===== config.mk =====
export PLATFORM = sky130hd
export DESIGN_NAME = ibex_instr_bus_arbiter_flat
export DESIGN_NICKNAME = d
export VERILOG_FILES = /design/src/rtl/ibex_instr_bus_arbiter_if.sv /design/src/rtl/ibex_instr_bus_arbiter.sv /design/src/flat_wrapper.sv
export SDC_FILE = /design/constraint.sdc
export NUM_CORES = 1
export LEC_CHECK = 0
export CAP_MARGIN = 15
export CORE_AREA = 2 2 89 91
export DETAILED_ROUTE_END_ITERATION = 10
export DIE_AREA = 0 0 91 93
export PLACE_DENSITY = 0.83
export SYNTH_ARGS = -nofsm -noshare
export SYNTH_HDL_FRONTEND = slang
export SYNTH_SLANG_ARGS = --single-unit
export TNS_END_PERCENT = 10

===== constraint.sdc =====
create_clock -name clk -period 1.9 [get_ports clk]
set_input_delay 0.38 -clock clk [delete_from_list [all_inputs] [get_ports clk]]
set_output_delay 0.38 -clock clk [all_outputs]
set_load 0.03 [all_outputs]

===== src/rtl/ibex_instr_bus_arbiter_if.sv =====
// Ibex instruction-side bus: request/grant address phase plus response phase.
// The master modport drives the request; the slave modport answers it.
interface ibex_instr_bus;
  logic        req;
  logic        gnt;
  logic [31:0] addr;
  logic        rvalid;
  logic [31:0] rdata;
  logic [6:0]  rdata_intg;
  logic        err;

  modport master (output req, addr, input gnt, rvalid, rdata, rdata_intg, err);
  modport slave  (input req, addr, output gnt, rvalid, rdata, rdata_intg, err);
endinterface


===== src/rtl/ibex_instr_bus_arbiter.sv =====
// Round-robin 2:1 arbiter for Ibex instruction masters; zero-latency request/grant/response
// pass-through, ID FIFO routes responses in issue order, grants stall while the FIFO is full.
module ibex_instr_bus_arbiter #(
  parameter int unsigned MAX_OUTSTANDING = 2
) (
  input  logic                                 clk,
  input  logic                                 rst_n,
  ibex_instr_bus.slave                         master0,
  ibex_instr_bus.slave                         master1,
  ibex_instr_bus.master                        slave,
  output logic [$clog2(MAX_OUTSTANDING+1)-1:0] outstanding,
  output logic                                 protocol_err
);
  localparam int unsigned CW = $clog2(MAX_OUTSTANDING + 1);
  localparam int unsigned PW = (MAX_OUTSTANDING > 1) ? $clog2(MAX_OUTSTANDING) : 1;

  logic [MAX_OUTSTANDING-1:0] fifo_q, fifo_d;
  logic [PW-1:0]              rd_ptr_q, rd_ptr_d, wr_ptr_q, wr_ptr_d;
  logic [CW-1:0]              count_q, count_d;
  logic                       last_grant_q, last_grant_d;
  logic                       lock_valid_q, lock_valid_d;
  logic                       lock_id_q, lock_id_d;
  logic                       perr_q, perr_d;

  logic have_sel, sel, slv_req, full, push, pop, head;

  function automatic logic [PW-1:0] ptr_inc(input logic [PW-1:0] p);
    return (p == PW'(MAX_OUTSTANDING - 1)) ? '0 : p + PW'(1);
  endfunction

  // A locked selection wins over fresh arbitration so the address holds across wait states.
  always_comb begin
    have_sel = 1'b1;
    sel      = 1'b0;
    if (lock_valid_q) begin
      sel = lock_id_q;
    end else if (master0.req && master1.req) begin
      sel = ~last_grant_q;
    end else if (master1.req) begin
      sel = 1'b1;
    end else if (!master0.req) begin
      have_sel = 1'b0;
    end
  end

  assign full    = (count_q == CW'(MAX_OUTSTANDING));
  assign slv_req = have_sel & (sel ? master1.req : master0.req) & ~full;
  assign push    = slv_req & slave.gnt;
  assign pop     = slave.rvalid & (count_q != '0);
  assign head    = fifo_q[rd_ptr_q];

  assign slave.req  = slv_req;
  assign slave.addr = (have_sel && sel) ? master1.addr : master0.addr;

  assign master0.gnt = push & ~sel;
  assign master1.gnt = push & sel;

  assign master0.rvalid     = pop & ~head;
  assign master1.rvalid     = pop & head;
  assign master0.err        = pop & ~head & slave.err;
  assign master1.err        = pop & head & slave.err;
  assign master0.rdata      = slave.rdata;
  assign master1.rdata      = slave.rdata;
  assign master0.rdata_intg = slave.rdata_intg;
  assign master1.rdata_intg = slave.rdata_intg;

  assign outstanding  = count_q;
  assign protocol_err = perr_q;

  always_comb begin
    fifo_d       = fifo_q;
    wr_ptr_d     = wr_ptr_q;
    rd_ptr_d     = rd_ptr_q;
    count_d      = count_q;
    last_grant_d = last_grant_q;
    if (push) begin
      fifo_d[wr_ptr_q] = sel;
      wr_ptr_d         = ptr_inc(wr_ptr_q);
      last_grant_d     = sel;
    end
    if (pop) begin
      rd_ptr_d = ptr_inc(rd_ptr_q);
    end
    if (push && !pop) begin
      count_d = count_q + CW'(1);
    end else if (pop && !push) begin
      count_d = count_q - CW'(1);
    end
    // A dropped request from the locked master releases the lock because slv_req falls.
    lock_valid_d = slv_req & ~slave.gnt;
    lock_id_d    = lock_valid_d ? sel : lock_id_q;
    perr_d       = perr_q | (slave.rvalid & (count_q == '0));
  end

  always_ff @(posedge clk or negedge rst_n) begin
    if (!rst_n) begin
      fifo_q       <= '0;
      wr_ptr_q     <= '0;
      rd_ptr_q     <= '0;
      count_q      <= '0;
      last_grant_q <= 1'b1;
      lock_valid_q <= 1'b0;
      lock_id_q    <= 1'b0;
      perr_q       <= 1'b0;
    end else begin
      fifo_q       <= fifo_d;
      wr_ptr_q     <= wr_ptr_d;
      rd_ptr_q     <= rd_ptr_d;
      count_q      <= count_d;
      last_grant_q <= last_grant_d;
      lock_valid_q <= lock_valid_d;
      lock_id_q    <= lock_id_d;
      perr_q       <= perr_d;
    end
  end
endmodule


===== src/flat_wrapper.sv =====
// flat-port wrapper written by rule: the top's interface ports become plain ports
module ibex_instr_bus_arbiter_flat 
#(
  parameter int unsigned MAX_OUTSTANDING = 2
)
  (clk, rst_n, outstanding, protocol_err, master0_req, master0_addr, master0_gnt, master0_rvalid, master0_rdata, master0_rdata_intg, master0_err, master1_req, master1_addr, master1_gnt, master1_rvalid, master1_rdata, master1_rdata_intg, master1_err, slave_req, slave_addr, slave_gnt, slave_rvalid, slave_rdata, slave_rdata_intg, slave_err);
  ibex_instr_bus master0_i ();
  ibex_instr_bus master1_i ();
  ibex_instr_bus slave_i ();
  input  logic clk;
  input  logic rst_n;
  output logic [$clog2(MAX_OUTSTANDING+1)-1:0] outstanding;
  output logic protocol_err;
  input wire logic [$bits(master0_i.req)-1:0] master0_req;
  input wire logic [$bits(master0_i.addr)-1:0] master0_addr;
  output wire logic [$bits(master0_i.gnt)-1:0] master0_gnt;
  output wire logic [$bits(master0_i.rvalid)-1:0] master0_rvalid;
  output wire logic [$bits(master0_i.rdata)-1:0] master0_rdata;
  output wire logic [$bits(master0_i.rdata_intg)-1:0] master0_rdata_intg;
  output wire logic [$bits(master0_i.err)-1:0] master0_err;
  input wire logic [$bits(master1_i.req)-1:0] master1_req;
  input wire logic [$bits(master1_i.addr)-1:0] master1_addr;
  output wire logic [$bits(master1_i.gnt)-1:0] master1_gnt;
  output wire logic [$bits(master1_i.rvalid)-1:0] master1_rvalid;
  output wire logic [$bits(master1_i.rdata)-1:0] master1_rdata;
  output wire logic [$bits(master1_i.rdata_intg)-1:0] master1_rdata_intg;
  output wire logic [$bits(master1_i.err)-1:0] master1_err;
  output wire logic [$bits(slave_i.req)-1:0] slave_req;
  output wire logic [$bits(slave_i.addr)-1:0] slave_addr;
  input wire logic [$bits(slave_i.gnt)-1:0] slave_gnt;
  input wire logic [$bits(slave_i.rvalid)-1:0] slave_rvalid;
  input wire logic [$bits(slave_i.rdata)-1:0] slave_rdata;
  input wire logic [$bits(slave_i.rdata_intg)-1:0] slave_rdata_intg;
  input wire logic [$bits(slave_i.err)-1:0] slave_err;
  assign master0_i.req = master0_req;
  assign master0_i.addr = master0_addr;
  assign master0_gnt = master0_i.gnt;
  assign master0_rvalid = master0_i.rvalid;
  assign master0_rdata = master0_i.rdata;
  assign master0_rdata_intg = master0_i.rdata_intg;
  assign master0_err = master0_i.err;
  assign master1_i.req = master1_req;
  assign master1_i.addr = master1_addr;
  assign master1_gnt = master1_i.gnt;
  assign master1_rvalid = master1_i.rvalid;
  assign master1_rdata = master1_i.rdata;
  assign master1_rdata_intg = master1_i.rdata_intg;
  assign master1_err = master1_i.err;
  assign slave_req = slave_i.req;
  assign slave_addr = slave_i.addr;
  assign slave_i.gnt = slave_gnt;
  assign slave_i.rvalid = slave_rvalid;
  assign slave_i.rdata = slave_rdata;
  assign slave_i.rdata_intg = slave_rdata_intg;
  assign slave_i.err = slave_err;
  ibex_instr_bus_arbiter #(.MAX_OUTSTANDING(MAX_OUTSTANDING)) u_core (.clk(clk), .rst_n(rst_n), .master0(master0_i), .master1(master1_i), .slave(slave_i), .outstanding(outstanding), .protocol_err(protocol_err));
endmodule

==> summary.md <==
| Metric | Value |
|---|---|
| Pin slew with the least headroom to its limit | 471 ps |
| Remaining global-route overflow | 0 |
| Seq/Total Area, Yosys | 16.8% |
| CP Data Arrival Time | between 1500 and 2000 ps |
| Max H-tree Level | 1 |
| Largest family of logic cells by synthesized area | buffers and inverters |
| Largest net degree at the start of global routing | 14 |
| Post-synthesis mux area share | 26.6% |
| Detailed placement HPWL | approximately 3.4 mm |
| Req. time, crit path | around 1500 ps |
| RSZ-0062 raised after global routing | yes |
| Mapped Nets | 270 |
| Most frequent cell after synthesis | buf_4 |
| Nets | 316 |
| Failing checks | negative setup slack |
| Die Wd | 91 um |
| Hold WS | 464 ps |
| Total track usage | 8.86% |
| Post-CTS setup buffers | 0 |
| Die ar. | around 8500 sq um |
| Number of inserted diodes | 0 |
| Final Max Tran Viols | 0 |
| Vias | 1,168 |
| XOR/XNOR share of the synthesized area | 2.93% |
| Final std cells w/o fill | 306 |
| Synth Area in Compound Gates | 6.20% |
| Post-layout instance area | roughly 2400 sq um |
| Worst r2r path cells | 8 |
| Count of buffers from port buffering | about 110 |
| Clk Latency, worst-skew pair | ~230 ps |
| Yosys warns | 0 |
| Row count | 32 |
| Sum Neg Setup Slack | -9120 ps |
| Clock Skews | between 7 and 8 ps |
| Synth top area share | about two fifths |
| CTS buffer count | 3 |
| Max Cap Viol | 0 |
| Final setup vio count | 34 |
| CP Class | register to output pin |
| Final GP Congestion | 0.601 |
| Crit end category | output pin |
| Initial antenna violation count | 0 |
| IO Pins | 230 |
| Final hold violations | 0 |
| Number of flops mapped to enable cells by yosys | 0 |
| CTS Sinks | 10 |
| WL final | 4.22 mm |
| Share of layout cells above drive strength 1 | between 40 and 50% |
| Fin util | 31.8% |
| P_leak | 1.01 nW |
| Pre-CTS setup slack | -929 ps |
| Avg Cell Area, Syn | about 9.4 sq um |
| Die Y | 93 um |
| Number of distinct library cells after synthesis | 28 |
| Hold_buf cts | 0 |
| Crit path time final | 2230 ps |
| Period utilization | 118% |
| Crit start category | register |
| Power per Cell Area | between 1000 and 1500 nW/um^2 |
| Area post-placement | 2270 sq um |
| Clk root buf | clkbuf_8 |
| Longest Clk Path Bufs | 2 |
| Flip-flop and latch count after synthesis | 10 |
| Core area | around 7500 sq um |
| Fraction of the mapped netlist area in adder cells | 0.838% |
| Ys async rst share | 100% |
| Status | finished with violations |
| Synth area leader | buf_4 |
| Area growth, synth to finish | 60.2% |
| First-pass GRT wire length | roughly 6 mm |
| # DRC | 0 |
| Via/cell ratio | 3.82 |
| Max Clk Rate | about 450 MHz |
| CTS tree | built |
| Min setup slack post-route | -333 ps |
| Simple-Gate Fraction of Synth Area | 4.11% |
| Initial Util | 19.8% |
| Cell area after synthesis | 1490 sq um |
| Final antenna-violating net count | 0 |
| Placed Instances | ~300 |
| Top FF cell, synth | dfrtp_1 |
| DR iter-0 viols | 10 |
| Gate Count Post-Synth | 159 |
| Final Total Pwr | 2.66 mW |
| Pre-Repair DR Iteration Count | 4 |
| Slew HR | 68.4% |
| Avg WL per Cell | approximately 14 um |
| Top cells by area, synth | buf_4 (39%), mux2_2 (25%), dfrtp_1 (15%), buf_6 (2.3%), dfstp_2 (1.8%) |
| Max VDD drop | 234 uV |
| Hold Crit Class | input port to async pin |
| Number of global-route vias before repair | 1,211 |
| Clock slew seen by the registers of the worst setup and hold paths | 50 ps |
| Worst-path maximum fanout | 9 |
| Synth top cells by count | buf_4 (78), mux2_2 (33), dfrtp_1 (9), nor2_1 (6) |
-- logic make-up (layout without fill, tap and decap cells) --
kind of cell,after synthesis,after routing
buffers and inverters,85,130
multiplexers,35,35
AO/OA/AOI/OAI,12,12
AND/OR/NAND/NOR,11,11
flip-flops,10,10
XOR/XNOR,5,5
adder cells (fa/ha/maj),1,1
-- metal layers --
metal	share of wire, %	vias to the layer above	global-route usage (%)
met4	1.9	0	3.41
met2	52	68	15.4
met3	10	14	2.74
met5	0	-	0
li1	-	542	-
met1	36	544	10.2
-- report_power, final --
group | switching, mW | total [mW] | leakage (nW) | internal (mW)
Combinational | 0.972 | 2.02 | 0.872 | 1.05
Sequential | 0.102 | 0.416 | 0.117 | 0.314
Clock | 0.0754 | 0.222 | 0.0228 | 0.146
-- registers in the layout, indices dropped and copies added (netlist names) --
signal               cells
u_core.fifo_q            2
u_core.last_grant_q      1
u_core.lock_id_q         1
u_core.lock_valid_q      1
u_core.outstanding       2
u_core.protocol_err      1
u_core.rd_ptr_q          1
u_core.wr_ptr_q          1
-- cell type report --
class                      count  area, sq um
multi-input combinational     64          671
clock buffer                   4         45.0
fill                         802         5140
tap                          102          128
timing repair buffer         122         1280
sequential                    10          251
inverter                       4         15.0
-- critical path: stages (launching register included) --
cell             delay, ps
dfstp_2                550
a211oi_4                70
a21oi_4                210
buf_12                 170
mux2_2                 340
clkdlybuf4s15_2        280
-- cell usage in the layout (no fill, tap or decap), drive strengths merged --
cell type | synthesis | routed
clkdlybuf4s50 | 0 | 71
buf | 81 | 40
mux2 | 34 | 34
dfrtp | 9 | 9
clkdlybuf4s15 | 0 | 8
nor2 | 6 | 6
clkbuf | 0 | 5
inv | 4 | 4
xnor2 | 3 | 3
o21ai | 3 | 3
o31ai | 2 | 2
xor2 | 2 | 2
dlygate4sd2 | 0 | 2
a21o | 2 | 2
a211oi | 1 | 1
a21oi | 1 | 1
a21boi | 1 | 1
or3b | 1 | 1
nand2b | 1 | 1
o2111ai | 1 | 1
o211ai | 1 | 1
mux2i | 1 | 1
nor2b | 1 | 1
and4b | 1 | 1
nor3b | 1 | 1
ha | 1 | 1
dfstp | 1 | 1
-- path summary, 6_finish.rpt --
check                      slack (ps)                            start                                 to
setup / recovery                 -330  u_core.last_grant_q$_DFFE_PN1N_                     slave_addr[12]
hold / removal                    460                            rst_n      u_core.protocol_err$_DFF_PN0_
setup reg to reg                   50    u_core.lock_valid_q$_DFF_PN0_  u_core.outstanding[1]$_DFFE_PN0P_
hold reg to reg                   470    u_core.protocol_err$_DFF_PN0_      u_core.protocol_err$_DFF_PN0_
max in group asynchronous        1090                            rst_n    u_core.last_grant_q$_DFFE_PN1N_
min in group clk                  470    u_core.protocol_err$_DFF_PN0_      u_core.protocol_err$_DFF_PN0_
-- what timing repair did --
item                       4_1_cts  5_1_grt
cloned                           1        0
pin swaps                        0        2
gates resized for setup         64       23
setup endpoints to repair       36       36
No activity file was read; power rests on OpenSTA's default activity.
